## src/rtl/gate_lab_sequencer_if.sv

```systemverilog
// rtl/gate_lab_sequencer_if.sv - control, status and gate-bank signals of the gate lab sequencer
interface gate_lab_sequencer_if;
   logic       ena;
   logic       start;
   logic       abort;
   logic       mode;
   logic [6:0] gate_y;
   logic       gate_a;
   logic       gate_b;
   logic [1:0] vec_idx;
   logic       busy;
   logic       done;
   logic       pass;
   logic [6:0] fail_mask;

   modport master (
      output ena, start, abort, mode, gate_y,
      input  gate_a, gate_b, vec_idx, busy, done, pass, fail_mask
   );

   modport slave (
      input  ena, start, abort, mode, gate_y,
      output gate_a, gate_b, vec_idx, busy, done, pass, fail_mask
   );
endinterface

```

## src/rtl/gate_lab_sequencer.sv

```systemverilog
// rtl/gate_lab_sequencer.sv - sweeps the four A/B vectors over the gate bank and checks each response
module gate_lab_sequencer #(
   parameter int SETTLE_CYCLES = 4,
   parameter int CNT_W         = 8
) (
   input logic                 clk,
   input logic                 rst_n,
   gate_lab_sequencer_if.slave bus
);
   typedef enum logic [1:0] {IDLE, DRIVE, CHECK, DONE} state_e;

   localparam logic [CNT_W-1:0] CNT_LAST = CNT_W'(SETTLE_CYCLES - 1);

   state_e           state_q;
   logic [CNT_W-1:0] cnt_q;
   logic [1:0]       vec_q;
   logic             busy_q;
   logic             done_q;
   logic             pass_q;
   logic [6:0]       fail_q;

   logic             a;
   logic             b;
   logic [6:0]       expected;
   logic [6:0]       fail_d;

   always_comb begin
      a        = vec_q[0];
      b        = vec_q[1];
      expected = {~(a ^ b), a ^ b, ~(a | b), ~(a & b), ~a, a | b, a & b};
      fail_d   = fail_q | (bus.gate_y ^ expected);
   end

   always_ff @(posedge clk or negedge rst_n) begin
      if (!rst_n) begin
         state_q <= IDLE;
         cnt_q   <= '0;
         vec_q   <= '0;
         busy_q  <= 1'b0;
         done_q  <= 1'b0;
         pass_q  <= 1'b0;
         fail_q  <= '0;
      end else if (bus.ena) begin
         done_q <= 1'b0;
         if (bus.abort && state_q != IDLE) begin
            state_q <= IDLE;
            vec_q   <= '0;
            cnt_q   <= '0;
            busy_q  <= 1'b0;
         end else begin
            case (state_q)
               IDLE: begin
                  if (bus.start && !bus.abort) begin
                     state_q <= DRIVE;
                     vec_q   <= '0;
                     cnt_q   <= '0;
                     fail_q  <= '0;
                     pass_q  <= 1'b0;
                     busy_q  <= 1'b1;
                  end
               end
               DRIVE: begin
                  cnt_q <= cnt_q + CNT_W'(1);
                  if (cnt_q == CNT_LAST) state_q <= CHECK;
               end
               CHECK: begin
                  fail_q <= fail_d;
                  if (vec_q != 2'd3) begin
                     vec_q   <= vec_q + 2'd1;
                     cnt_q   <= '0;
                     state_q <= DRIVE;
                  end else begin
                     vec_q   <= '0;
                     done_q  <= 1'b1;
                     pass_q  <= (fail_d == 7'd0);
                     state_q <= DONE;
                  end
               end
               DONE: begin
                  // The DONE cycle already drives vector 0, so a looping sweep keeps a 4*(SETTLE+1) period.
                  if (bus.mode) begin
                     cnt_q   <= CNT_W'(1);
                     state_q <= (CNT_LAST == '0) ? CHECK : DRIVE;
                  end else begin
                     busy_q  <= 1'b0;
                     cnt_q   <= '0;
                     state_q <= IDLE;
                  end
               end
               default: state_q <= IDLE;
            endcase
         end
      end
   end

   assign bus.gate_a    = vec_q[0];
   assign bus.gate_b    = vec_q[1];
   assign bus.vec_idx   = vec_q;
   assign bus.busy      = busy_q;
   // Masked by ena so a frozen DONE cycle cannot read as a second pulse.
   assign bus.done      = done_q & bus.ena;
   assign bus.pass      = pass_q;
   assign bus.fail_mask = fail_q;
endmodule

```

## src/flat_wrapper.sv

```systemverilog
// flat-port wrapper written by rule: the top's interface ports become plain ports
module gate_lab_sequencer_flat 
#(
   parameter int SETTLE_CYCLES = 4,
   parameter int CNT_W         = 8
)
  (clk, rst_n, bus_ena, bus_start, bus_abort, bus_mode, bus_gate_y, bus_gate_a, bus_gate_b, bus_vec_idx, bus_busy, bus_done, bus_pass, bus_fail_mask);
  gate_lab_sequencer_if bus_i ();
  input logic clk;
  input logic rst_n;
  input wire logic [$bits(bus_i.ena)-1:0] bus_ena;
  input wire logic [$bits(bus_i.start)-1:0] bus_start;
  input wire logic [$bits(bus_i.abort)-1:0] bus_abort;
  input wire logic [$bits(bus_i.mode)-1:0] bus_mode;
  input wire logic [$bits(bus_i.gate_y)-1:0] bus_gate_y;
  output wire logic [$bits(bus_i.gate_a)-1:0] bus_gate_a;
  output wire logic [$bits(bus_i.gate_b)-1:0] bus_gate_b;
  output wire logic [$bits(bus_i.vec_idx)-1:0] bus_vec_idx;
  output wire logic [$bits(bus_i.busy)-1:0] bus_busy;
  output wire logic [$bits(bus_i.done)-1:0] bus_done;
  output wire logic [$bits(bus_i.pass)-1:0] bus_pass;
  output wire logic [$bits(bus_i.fail_mask)-1:0] bus_fail_mask;
  assign bus_i.ena = bus_ena;
  assign bus_i.start = bus_start;
  assign bus_i.abort = bus_abort;
  assign bus_i.mode = bus_mode;
  assign bus_i.gate_y = bus_gate_y;
  assign bus_gate_a = bus_i.gate_a;
  assign bus_gate_b = bus_i.gate_b;
  assign bus_vec_idx = bus_i.vec_idx;
  assign bus_busy = bus_i.busy;
  assign bus_done = bus_i.done;
  assign bus_pass = bus_i.pass;
  assign bus_fail_mask = bus_i.fail_mask;
  gate_lab_sequencer #(.SETTLE_CYCLES(SETTLE_CYCLES), .CNT_W(CNT_W)) u_core (.clk(clk), .rst_n(rst_n), .bus(bus_i));
endmodule
```

## config.mk

```make
export PLATFORM = sky130hd
export DESIGN_NAME = gate_lab_sequencer_flat
export DESIGN_NICKNAME = d
export VERILOG_FILES = /design/src/rtl/gate_lab_sequencer_if.sv /design/src/rtl/gate_lab_sequencer.sv /design/src/flat_wrapper.sv
export SDC_FILE = /design/constraint.sdc
export NUM_CORES = 1
export LEC_CHECK = 0
export ABC_AREA = 1
export CORE_UTILIZATION = 34
export CTS_BUF_LIST = sky130_fd_sc_hd__clkbuf_8 sky130_fd_sc_hd__clkbuf_16
export DETAILED_ROUTE_END_ITERATION = 10
export DONT_BUFFER_PORTS = 1
export SETUP_SLACK_MARGIN = 0.15
export SKIP_CTS_REPAIR_TIMING = 1
export SLEW_MARGIN = 20
export SYNTH_ARGS = -nofsm -noshare
export SYNTH_HDL_FRONTEND = slang
export SYNTH_SLANG_ARGS = --single-unit
```

## constraint.sdc

```tcl
create_clock -name clk -period 1.4 [get_ports clk]
set_input_delay 0.35 -clock clk [delete_from_list [all_inputs] [get_ports clk]]
set_output_delay 0.35 -clock clk [all_outputs]
set_load 0.02 [all_outputs]
```

==> impl_metrics.yaml <==
pwr:
  powerDensity_nw_per_um2: 1790
  power_mw: 3.414
  vdd_drop_max_mv: 0.7403
  leakage_nw: 0.9018
timing:
  rsz0062_at_grt: "true"
  finClkSkew_ps: 1.746
  fmax_ghz: 0.7048
  hold_viol_final: 0
  relSlewSlack_pct: 79.35
  setup_ws_ps: -18.84
  worst_slew_pin_slew_ps: 309.5
  holdWs_ps: 296.0
  finalSetupViolations: 10
  maxSlewViolCount: 0
  period_minus_slack_ps: 1419
  fin_crit_sh_pct: 101.3
global_routing:
  grt_max_degree: 23
  grt_pass1_vias: 1261
  grt_pass1_wl_um: 5299
  grtUsageTotal_pct: 15.26
  grt_remaining_overflow: 0
  antenna_found_initial: 0
cells_and_area:
  final_util_pct: 46.99
  layout.nets: 249
  antennaDiodeCount: 0
  drive_above_1_share_pct: 32.60
  areaGrowthSynthToFinish_pct: 30.15
clock_tree:
  h-tree-depth: 1
  clk_latency_ps: 260
  clk_pin_slew_ps: 80
  cts.sinks: 22
  clockBufferDepth: 2
  cts_buffers: 3
  cts_tree: "yes"
  cts_root_buffer: "clkbuf_8"
logic_synthesis:
  synth_ff_type: "dfrtp_1"
  ys_seq_area_share_pct: 37.57
  post_synth_num_cell_types: 23
  async_flop_share_pct: 100.0
  syn_area_per_cell_um2: 7.147
  synth_top_area_cell: "dfrtp_1"
  synth_cells: 205
  synth_edf_count: 0
  synthTopCellsByArea: "dfrtp_1 (38%), nand2_1 (17%), nor2_1 (8.2%)"
  synth_warnings: 0
  ys_top_cells_by_count: "nand2_1 (65), nor2_1 (32), inv_1 (24), dfrtp_1 (22)"
  synth_area_um2: 1465
  synth_most_common_cell: "nand2_1"
  synth_top_cell_area_share_pct: 37.57
  ys_ff_latch: 22
  synth_fp_nets: 226
placement:
  dp_hpwl_um: 2377
  port_buffers: 0
  dp_slack_ps: -70.63
  place_congestion: 0.8195
worst_setup_path:
  critPathArrivalTime_ps: 1620
  cp_data_required_time_ps: 1600
  start_kind: "flip-flop"
  crit_type: "flip-flop to flip-flop"
  critPathCaptureType: "flip-flop"
  cp_max_fo: 8
drt:
  finalWirelength_um: 3319
  vias_per_cell: 4.747
  routedWlPerCell_um: 11.98
  drtAntennaViolNets: 0
  drc: 0
  vias: 1315
  drt-initial-drc-count: 56
  dr.pass1.iters: 4
flow_run:
  cap_violations: 0
floorplan:
  chipWidth_um: 67.65
  ioPinCount: 27
  dieArea_um2: 4576
  core_um2: 4058
  std_cell_rows: 23
  start_util_pct: 36.11
  die_h_um: 67.65
min_path:
  min_path_type: "primary input to flip-flop"
status:
  outcome: "finished with violations"
  violations: "negative setup slack"
[through the flow]
step	TNS, ps	cells	cell area (um^2)
2_1_floorplan	0	205	1518
3_3_place_gp	-107.2	266	1659
3_5_place_dp	-313.6	266	1659
4_1_cts	-532.7	270	1714
5_1_grt	-1658	277	1907
6_report	-110.1	277	1907
[cell families (layout without fill, tap and decap cells)]
logic type	count (synthesis)	after routing	share of synthesized area, %
AND/OR/NAND/NOR	117	119	35.10
flip-flops	22	22	37.57
adder cells (fa/ha/maj)	8	8	6.832
AO/OA/AOI/OAI	23	23	9.820
buffers and inverters	33	53	9.479
XOR/XNOR	2	2	1.196
[sequential cells by signal (all words and copies together), names as in the netlist]
| signal | flops |
|---|---|
| u_core.bus.pass | 1 |
| u_core.state_q | 2 |
| u_core.bus.busy | 1 |
| u_core.bus.vec_idx | 2 |
| u_core.done_q | 1 |
| u_core.bus.fail_mask | 7 |
| u_core.cnt_q | 8 |
[per-layer routing]
metal / up-vias / part of all wire [%] / track usage, %
li1: 694 / - / -
met4: 0 / 0.81 / 3.989
met3: 4 / 5.2 / 4.054
met2: 28 / 48 / 27.35
met1: 589 / 46 / 17.67
met5: - / 0 / 0
[report_power, final]
| part | leakage, nW | internal [mW] | switching, mW |
|---|---|---|---|
| registers | 0.295 | 0.797 | 0.272 |
| logic | 0.578 | 0.783 | 1.11 |
| clock network | 0.0288 | 0.251 | 0.203 |
[worst max-delay path, stage by stage (launching register included)]
cell and delay (ps):
dfrtp_1 390, inv_2 110, ha_4 200, nor2_4 50
nor2_4 170, nand3_4 160, nor2_1 130, nand3_1 80
nand2_1 60
[final cells by class]
cell class,instances,area [um^2]
Fill cell,418,2151
Multi-Input combinational cell,152,939.7
Sequential cell,22,554.3
Timing Repair Buffer,19,172.7
Inverter,30,122.6
Tap cell,50,62.56
Clock buffer,4,55.05
[cells in the final DEF (no fill, tap or decap), drive strengths merged]
| cell type | netlist | layout |
|---|---|---|
| nand2 | 68 | 68 |
| nor2 | 34 | 34 |
| inv | 30 | 30 |
| dfrtp | 22 | 22 |
| buf | 3 | 18 |
| nand3 | 10 | 12 |
| o21ai | 11 | 11 |
| ha | 8 | 8 |
| o31ai | 6 | 6 |
| a21oi | 6 | 6 |
| clkbuf | 0 | 4 |
| nor3 | 2 | 2 |
| nand4 | 2 | 2 |
| xor2 | 2 | 2 |
| or2 | 1 | 1 |
| dlygate4sd3 | 0 | 1 |
[path summary, 6_finish.rpt]
check / cells after the start / from / slack (ps) / endpoint
max: 8 / u_core.state_q[0] / -20 / u_core.bus.pass
min: 2 / bus_ena / 300 / u_core.cnt_q[0]
max reg2reg: 8 / u_core.state_q[0] / -20 / u_core.bus.pass
min reg2reg: 2 / u_core.done_q / 500 / u_core.done_q
max in group asynchronous: 2 / rst_n / 730 / u_core.bus.vec_idx[0]
min in group asynchronous: 2 / rst_n / 520 / u_core.cnt_q[2]
Power figures use the tool's default switching activity.
